--- config.mk ---
export PLATFORM = sky130hd
export DESIGN_NAME = usb_pd_tx_ctrl
export DESIGN_NICKNAME = d
export VERILOG_FILES = /design/src/rtl/usb_pd_tx_ctrl.sv
export SDC_FILE = /design/constraint.sdc
export NUM_CORES = 1
export LEC_CHECK = 0
export BUFFER_PORTS_ARGS = -buffer_cell sky130_fd_sc_hd__clkbuf_2
export CAP_MARGIN = 20
export CORE_AREA = 2 2 189 191
export DETAILED_ROUTE_END_ITERATION = 8
export DIE_AREA = 0 0 191 193
export SLEW_MARGIN = 10
export SYNTH_ARGS = -nofsm -noshare
export SYNTH_HDL_FRONTEND = slang
export SYNTH_SLANG_ARGS = --single-unit
--- constraint.sdc ---
create_clock -name clock -period 4.05 [get_ports clock]
set_clock_uncertainty 0.2 [all_clocks]
set_input_delay 1.215 -clock clock [delete_from_list [all_inputs] [get_ports clock]]
set_output_delay 1.215 -clock clock [all_outputs]
set_load 0.03 [all_outputs]
--- src/rtl/usb_pd_tx_ctrl.sv ---
// -----------------------------------------------------------------------------
// usb_pd_tx_ctrl
//
// Protocol-layer transmit controller for USB Power Delivery. Sits directly in
// front of the PD PHY transmitter. The controller:
//   - accepts one message request at a time;
//   - stamps it with the 3-bit MessageID counter;
//   - launches the PHY and waits for the PHY to finish.
// SOP messages then wait for a GoodCRC from the receive path and are retried
// when that wait times out. Hard Reset ordered sets need no GoodCRC and
// complete as soon as the PHY goes idle.
//
// Parameters
//   system_khz          clock frequency in kHz
//   receive_timeout_us  GoodCRC wait window (tReceive) in microseconds
//   n_retry             retransmissions allowed after the first attempt
//
// Ports
//   clock               single clock
//   nrst                synchronous active-low reset
//   req                 request pulse, sampled only while idle
//   req_hrst            1 = Hard Reset ordered set, 0 = SOP message
//   req_num/req_type    data-object count / message type of the request
//   req_words           up to 7 data objects, word k at [32k +: 32]
//   id_rst              clears the MessageID counter (protocol soft reset)
//   busy                high from the cycle after acceptance through done
//   done                one-cycle completion pulse
//   result              0 GoodCRC, 1 retries exhausted, 2 hard reset sent
//   phy_start           one-cycle start pulse to the PHY
//   phy_busy            PHY transmitter busy
//   phy_hrst/phy_id/phy_num/phy_type/phy_words
//                       latched header/payload fields presented to the PHY
//   rx_valid            one-cycle pulse marking a received message
//   rx_num/rx_type/rx_id
//                       header fields of that received message
// -----------------------------------------------------------------------------
module usb_pd_tx_ctrl #(
  parameter int system_khz         = 200000,
  parameter int receive_timeout_us = 1000,
  parameter int n_retry            = 2
) (
  input  logic         clock,
  input  logic         nrst,
  input  logic         req,
  input  logic         req_hrst,
  input  logic [2:0]   req_num,
  input  logic [3:0]   req_type,
  input  logic [223:0] req_words,
  input  logic         id_rst,
  output logic         busy,
  output logic         done,
  output logic [1:0]   result,
  output logic         phy_start,
  input  logic         phy_busy,
  output logic         phy_hrst,
  output logic [2:0]   phy_id,
  output logic [2:0]   phy_num,
  output logic [3:0]   phy_type,
  output logic [223:0] phy_words,
  input  logic         rx_valid,
  input  logic [2:0]   rx_num,
  input  logic [3:0]   rx_type,
  input  logic [2:0]   rx_id
);

  // GoodCRC wait window in clock cycles, fixed at elaboration.
  localparam logic [31:0] TIMEOUT_CYC = 32'(system_khz * receive_timeout_us / 1000);

  // Retry counter just wide enough to hold n_retry.
  localparam int RW = (n_retry < 2) ? 1 : $clog2(n_retry + 1);
  localparam logic [RW-1:0] RETRY_MAX = RW'(n_retry);

  localparam logic [1:0] RES_GOODCRC = 2'd0;
  localparam logic [1:0] RES_NO_ACK  = 2'd1;
  localparam logic [1:0] RES_HRST    = 2'd2;

  typedef enum logic [2:0] {
    S_IDLE      = 3'd0,
    S_LAUNCH    = 3'd1,
    S_WAIT_BUSY = 3'd2,
    S_SENDING   = 3'd3,
    S_WAIT_CRC  = 3'd4,
    S_DONE      = 3'd5
  } state_t;

  state_t          r_state;
  logic [2:0]      r_msg_id;
  logic [RW-1:0]   r_retry_cnt;
  logic [31:0]     r_timer;
  logic            r_busy;
  logic            r_done;
  logic [1:0]      r_result;
  logic            r_start;
  logic            r_phy_hrst;
  logic [2:0]      r_phy_id;
  logic [2:0]      r_phy_num;
  logic [3:0]      r_phy_type;
  logic [223:0]    r_phy_words;

  logic            w_good_crc;
  logic            w_expired;
  logic [2:0]      w_id_next;

  // GoodCRC recognition, window expiry and MessageID increment.
  always_comb begin
    w_good_crc = rx_valid && (rx_num == 3'd0) && (rx_type == 4'd1) && (rx_id == r_phy_id);
    // The window closes on the cycle the timer would decrement to zero,
    // so WAIT_CRC lasts exactly TIMEOUT_CYC cycles.
    w_expired  = (r_timer <= 32'd1);
    w_id_next  = r_msg_id + 3'd1;
  end

  // Transmit FSM with all outputs registered.
  always_ff @(posedge clock) begin
    if (!nrst) begin
      r_state     <= S_IDLE;
      r_msg_id    <= 3'd0;
      r_retry_cnt <= '0;
      r_timer     <= 32'd0;
      r_busy      <= 1'b0;
      r_done      <= 1'b0;
      r_result    <= 2'd0;
      r_start     <= 1'b0;
      r_phy_hrst  <= 1'b0;
      r_phy_id    <= 3'd0;
      r_phy_num   <= 3'd0;
      r_phy_type  <= 4'd0;
      r_phy_words <= 224'd0;
    end else begin
      r_start <= 1'b0;
      r_done  <= 1'b0;
      case (r_state)
        S_IDLE: begin
          if (req) begin
            r_phy_hrst  <= req_hrst;
            r_phy_num   <= req_num;
            r_phy_type  <= req_type;
            r_phy_words <= req_words;
            r_phy_id    <= r_msg_id;
            r_retry_cnt <= '0;
            r_busy      <= 1'b1;
            r_start     <= 1'b1;
            r_state     <= S_LAUNCH;
          end else begin
            r_state <= S_IDLE;
          end
        end
        S_LAUNCH: begin
          r_state <= S_WAIT_BUSY;
        end
        S_WAIT_BUSY: begin
          if (phy_busy) begin
            r_state <= S_SENDING;
          end else begin
            r_state <= S_WAIT_BUSY;
          end
        end
        S_SENDING: begin
          if (!phy_busy) begin
            if (r_phy_hrst) begin
              // Hard Reset is never acknowledged and restarts MessageID.
              r_result <= RES_HRST;
              r_msg_id <= 3'd0;
              r_done   <= 1'b1;
              r_state  <= S_DONE;
            end else begin
              r_timer <= TIMEOUT_CYC;
              r_state <= S_WAIT_CRC;
            end
          end else begin
            r_state <= S_SENDING;
          end
        end
        S_WAIT_CRC: begin
          // A GoodCRC in the expiry cycle still counts as success.
          if (w_good_crc) begin
            r_result <= RES_GOODCRC;
            r_msg_id <= w_id_next;
            r_timer  <= 32'd0;
            r_done   <= 1'b1;
            r_state  <= S_DONE;
          end else if (w_expired) begin
            r_timer <= 32'd0;
            if (r_retry_cnt < RETRY_MAX) begin
              // Resend with the same latched id and payload.
              r_retry_cnt <= r_retry_cnt + {{(RW-1){1'b0}}, 1'b1};
              r_start     <= 1'b1;
              r_state     <= S_LAUNCH;
            end else begin
              r_result <= RES_NO_ACK;
              r_msg_id <= w_id_next;
              r_done   <= 1'b1;
              r_state  <= S_DONE;
            end
          end else begin
            r_timer <= r_timer - 32'd1;
          end
        end
        S_DONE: begin
          r_busy  <= 1'b0;
          r_state <= S_IDLE;
        end
        default: begin
          r_busy  <= 1'b0;
          r_state <= S_IDLE;
        end
      endcase
      // Placed last so a clear overrides a same-cycle completion increment.
      // The in-flight r_phy_id is deliberately left alone.
      if (id_rst) begin
        r_msg_id <= 3'd0;
      end
    end
  end

  assign busy      = r_busy;
  assign done      = r_done;
  assign result    = r_result;
  assign phy_start = r_start;
  assign phy_hrst  = r_phy_hrst;
  assign phy_id    = r_phy_id;
  assign phy_num   = r_phy_num;
  assign phy_type  = r_phy_type;
  assign phy_words = r_phy_words;

endmodule

# Word-level counts from Yosys, hierarchy flattened
# Cells that the tools add are included.
# W data, S select, Z words.
[classes]
eq_ne = 15
add_sub_neg = 3
mux = 43
n_reduce_logical = 14
magnitude_cmp = 2
bitwise_logic = 2
[op_table]
columns = ["op", "count"]
rows = [
  ["$mux W32", 4],
  ["$pmux W32 S2", 1],
  ["$le A32 B1 Y1 const B", 1],
  ["$sub A32 B1 Y32 const B", 1],
  ["$mux W3", 9],
  ["$mux W2", 9],
  ["$pmux W3 S5", 1],
  ["$ne A2 B2 Y1 const B", 7],
  ["$mux W1", 13],
  ["$reduce_and A5 Y1", 2],
  ["$pmux W2 S2", 2],
  ["$eq A3 B2 Y1 const B", 2],
  ["$logic_not A3 Y1", 2],
  ["$ne A3 B3 Y1 const B", 2],
  ["$pmux W1 S2", 3],
  ["$pmux W3 S2", 1],
  ["$eq A4 B1 Y1 const B", 1],
  ["$reduce_and A2 Y1", 2],
  ["$reduce_bool A2 Y1", 2],
  ["$reduce_or A4 Y1", 1],
  ["$add A3 B1 Y3 const B", 1],
  ["$eq A3 B1 Y1 const B", 1],
  ["$eq A3 B3 Y1", 1],
  ["$eq A3 B3 Y1 const B", 1],
  ["other kinds (6)", 9],
]
[word_totals]
inputBits = 248
reg_bits = 280
output_inout_bits = 240
wordCells = 92

# Longest topological paths before layout
[depth]
word_depth = 6
mapped_depth = 8
depth_no_buf = 7

# Worst setup path before layout
# OpenSTA, ideal clock, no wires.
[synth_timing]
kind = "input to register"
start = "in rx_type[1]"
end = "reg r_timer[12]"
path_stages = 7
setup_time_ns = 0.115
path_slack_ns = 0.912
arrival_ns = 2.823
path_cell_list = "nor4bb_1 nand2_1 nor4_1 nor3_1 o21ai_4 buf_4 nor2_1"
[synth_between]
elab_chain_cells = 5
[synth_rtl]
columns = ["element", "line_no", "source"]
rows = [
  ["start, declared", "62", "input logic [3:0] rx_type,"],
  ["$eq A4 B1 Y1", "106", "w_good_crc = rx_valid && (rx_num == 3'd0) && (rx_type == 4'd1) && (rx_id == r_phy_id);"],
  ["$logic_and A1 B1 Y1 (2 in series)", "106", ""],
  ["$mux W32", "176", "if (w_good_crc) begin"],
  ["$pmux W32 S2", "132", "case (r_state)"],
  ["end signal, assigned", "196", "r_timer <= r_timer - 32'd1;"],
  ["end, declared", "89", "logic [31:0] r_timer;"],
]
# No other way between the ends.
# A chain may end at the register's enable or synchronous reset.

# Final worst setup path
[layout_timing]
start = "reg r_timer[13]"
end = "reg r_timer[0]"
[layout_between]
elab_chain_cells = 4
[layout_rtl]
columns = ["element", "line_no", "source"]
rows = [
  ["$le A32 B1 Y1", "109", "w_expired = (r_timer <= 32'd1);"],
  ["$mux W32", "182", "end else if (w_expired) begin"],
  ["$mux W32", "176", ""],
  ["$pmux W32 S2", "132", ""],
]
# No other way between the ends.

==> results.cfg <==
[status]
status = complete, no violations

[finish]
antenna_cells = 0
stdcell_area_mm2 = 0.0147
syn_to_final_growth_pct = 36.1
fin_nets = 1989
layoutNonFillerInstCount = 2223
drive_above_1_share = 0.320
fin_util = 0.419

[global_route]
antenna_found_initial = 0
grt_use_met3 = 0.0393
gr-total-overflow = 0
grt_use_total = 0.161
grt_max_degree = 134
gr-usage-met2 = 0.276
grt_pass1_wl_mm = 48.5
grt_most_used_layer = met2
use_met1 = 0.197
grt_pass1_vias = 9290

[place]
place_ws_ns = 0.493
port_buffers = 487
dp_cells = 2166
place_congestion = 0.851
dp_hpwl_mm = 22.6
placed_area_mm2 = 0.0137

[power_and_ir_drop]
switching_share = 0.297
p_switching_mw = 2.10
p_comb_frac = 0.183
peakVddDrop_mv = 0.306
p_leak_nw = 6.59
powerDensity_mw_per_mm2 = 483
seqPwrFrac = 0.430
p_clk_frac = 0.387
p_total_mw = 7.08
internal_power_mw = 4.98

[sta]
drv_slew = 0
finalWorstSetupSlack_ns = 0.943
finalHoldViolCount = 0
whs_ns = 0.261
period_needed_ns = 3.11
setup_viol = 0
worst_pin_slew_ns = 0.909
max_freq_mhz = 322
slew_headroom = 0.389
min_period_over_period = 0.767
final.setup.tns_ns = 0
grt_setup_unrepaired = false

[synth]
yosysMostFrequentCell = nand2_1
synthArstFlopShare = 0
netlist.area_leader.share = 0.521
yosysWarnings = 0
synthCells = 1288
ys_ff_latch = 280
synthTopCellsByArea = dfxtp_1, nand2_1, a21boi_0, clkbuf_1, nor2_1
synthTopCellsByCount = nand2_1, dfxtp_1, a21boi_0, clkbuf_1, nor2_1
avgSynthCellArea_um2 = 8.36
synth-seq-area-share = 0.521
synthesis.nets = 1539
synth_top_area_cell = dfxtp_1
ys_types = 50
syn_area_mm2 = 0.0108
ys.flop_type = dfxtp_1
synth_edf_count = 0

[job]
maxCapViolations = 0

[setup_path]
reg2reg_depth = 6
arrival_ns = 3.31
critPathLaunch = r_timer[13]$_SDFFE_PN0P_
crit_buf_inv = 0
cp-end-kind = flip-flop
cp_top_family = simple AND/OR/NAND/NOR gates
worstPathRequired_ns = 4.26
cp.depth = 6
cpMaxStageDelayCell = o21ai_4
path_max_fanout = 26
r2r-start = r_timer[13]$_SDFFE_PN0P_
critPathKind = flip-flop to flip-flop
slowest_delay_ns = 0.64
start_kind = flip-flop
crit_chain = nor4_1 > nand4b_1 > nor4_2 > nor3_1 > o21ai_4 > nor2_1

[hold_path]
hold_depth = 2
hold_path.class = flip-flop to flip-flop
min-delay-start = phy_words[76]$_SDFFE_PN0P_

[drt]
post_drt_wl_per_cell_um = 14.3
vias = 9992
wl_mm = 31.7
drtIter0Drc = 435
route.detailed.drc = 0
drt_pass1_iterations = 4
ant_nets = 0
via_per_inst = 4.49

[floorplan]
start_util = 0.308
boundaryPins = 488
fp.dieH_um = 193
core.rowCount = 69
core_area_mm2 = 0.0350
dieArea_mm2 = 0.0369
fp.dieW_um = 191

[clocking]
numCtsBuffers = 31
cts-resized-gates = 0
clock_latency_ns = 0.57
hold_buffers = 0
cts-htree-levels = 1
clockRootBuffer = clkbuf_16
cts_buffer_depth = 3
postCtsSetupBuffers = 0
cts_sinks = 280
cts.clk_slew.worst_paths_ns = 0.06
tritoncts = yes
## flip-flops by register name, indices dropped and copies added (netlist names)
signal	cells
phy_words	224
r_timer	32
phy_type	4
phy_id	3
phy_num	3
r_msg_id	3
r_state	3
r_retry_cnt	2
result	2
busy	1
done	1
phy_hrst	1
phy_start	1
## metal layers
| layer | wire [µm] | vias up | part of all wire |
|---|---|---|---|
| met1 | 13500 | 4540 | 0.43 |
| met2 | 15200 | 300 | 0.48 |
| met3 | 2240 | 52 | 0.071 |
| met4 | 754 | 0 | 0.024 |
| met5 | 0 | - | 0 |
| li1 | - | 5100 | - |
## final timing paths
kind | end | slack [ns]
min | phy_words[76]$_SDFFE_PN0P_ | 0.26
min reg2reg | phy_words[76]$_SDFFE_PN0P_ | 0.26
max | r_timer[0]$_SDFFE_PN0P_ | 0.94
max reg2reg | r_timer[0]$_SDFFE_PN0P_ | 0.94
## layout by cell type, fill, tap and decap left out, drive strengths merged, types with 5 or more instances in the layout
cell	count
o21ai	14
nor3	12
buf	17
or3	7
xor2	14
inv	9
a21boi	237
clkinv	8
nand2	499
a21oi	12
nor2	44
xnor2	14
clkbuf	532
nor4	11
nand3	5
dfxtp	280
## cell type report
cell class / count / area [µm²]
well taps: 461 / 577
inverters: 8 / 30.0
clock inverters: 11 / 86.3
flip-flops and latches: 280 / 5610
clock buffers: 46 / 912
repair buffers: 503 / 2640
fillers: 3614 / 20300
multi-input cells: 914 / 4810
## power by group through the flow
stage | logic [mW] | clock network (mW) | registers, mW
floorplan | 0.498 | 0 | 3.44
global placement | 1.30 | 0 | 3.10
detailed placement | 1.31 | 0 | 3.11
CTS | 1.31 | 2.85 | 3.05
global route | 1.42 | 2.95 | 3.07
finish | 1.30 | 2.74 | 3.05
## kinds of logic (layout without fill, tap and decap cells)
logic type | count (synthesis) | count (layout) | share of synthesized area
muxes | 2 | 2 | 0.00186
xor gates and xnor gates | 28 | 28 | 0.0228
adders and majority gates | 3 | 3 | 0.00349
DFF | 280 | 280 | 0.521
buffers and inverters | 94 | 568 | 0.0336
AOI/OAI and AO/OA | 275 | 275 | 0.188
and+or+nand+nor | 606 | 606 | 0.230
## worst register-to-register path, stage by stage (launching register included)
cell,delay (ns)
dfxtp_1,0.35
nor4_1,0.55
nand4b_1,0.38
nor4_2,0.47
nor3_1,0.23
o21ai_4,0.64
nor2_1,0.13
(Power assumes the default switching activity.)
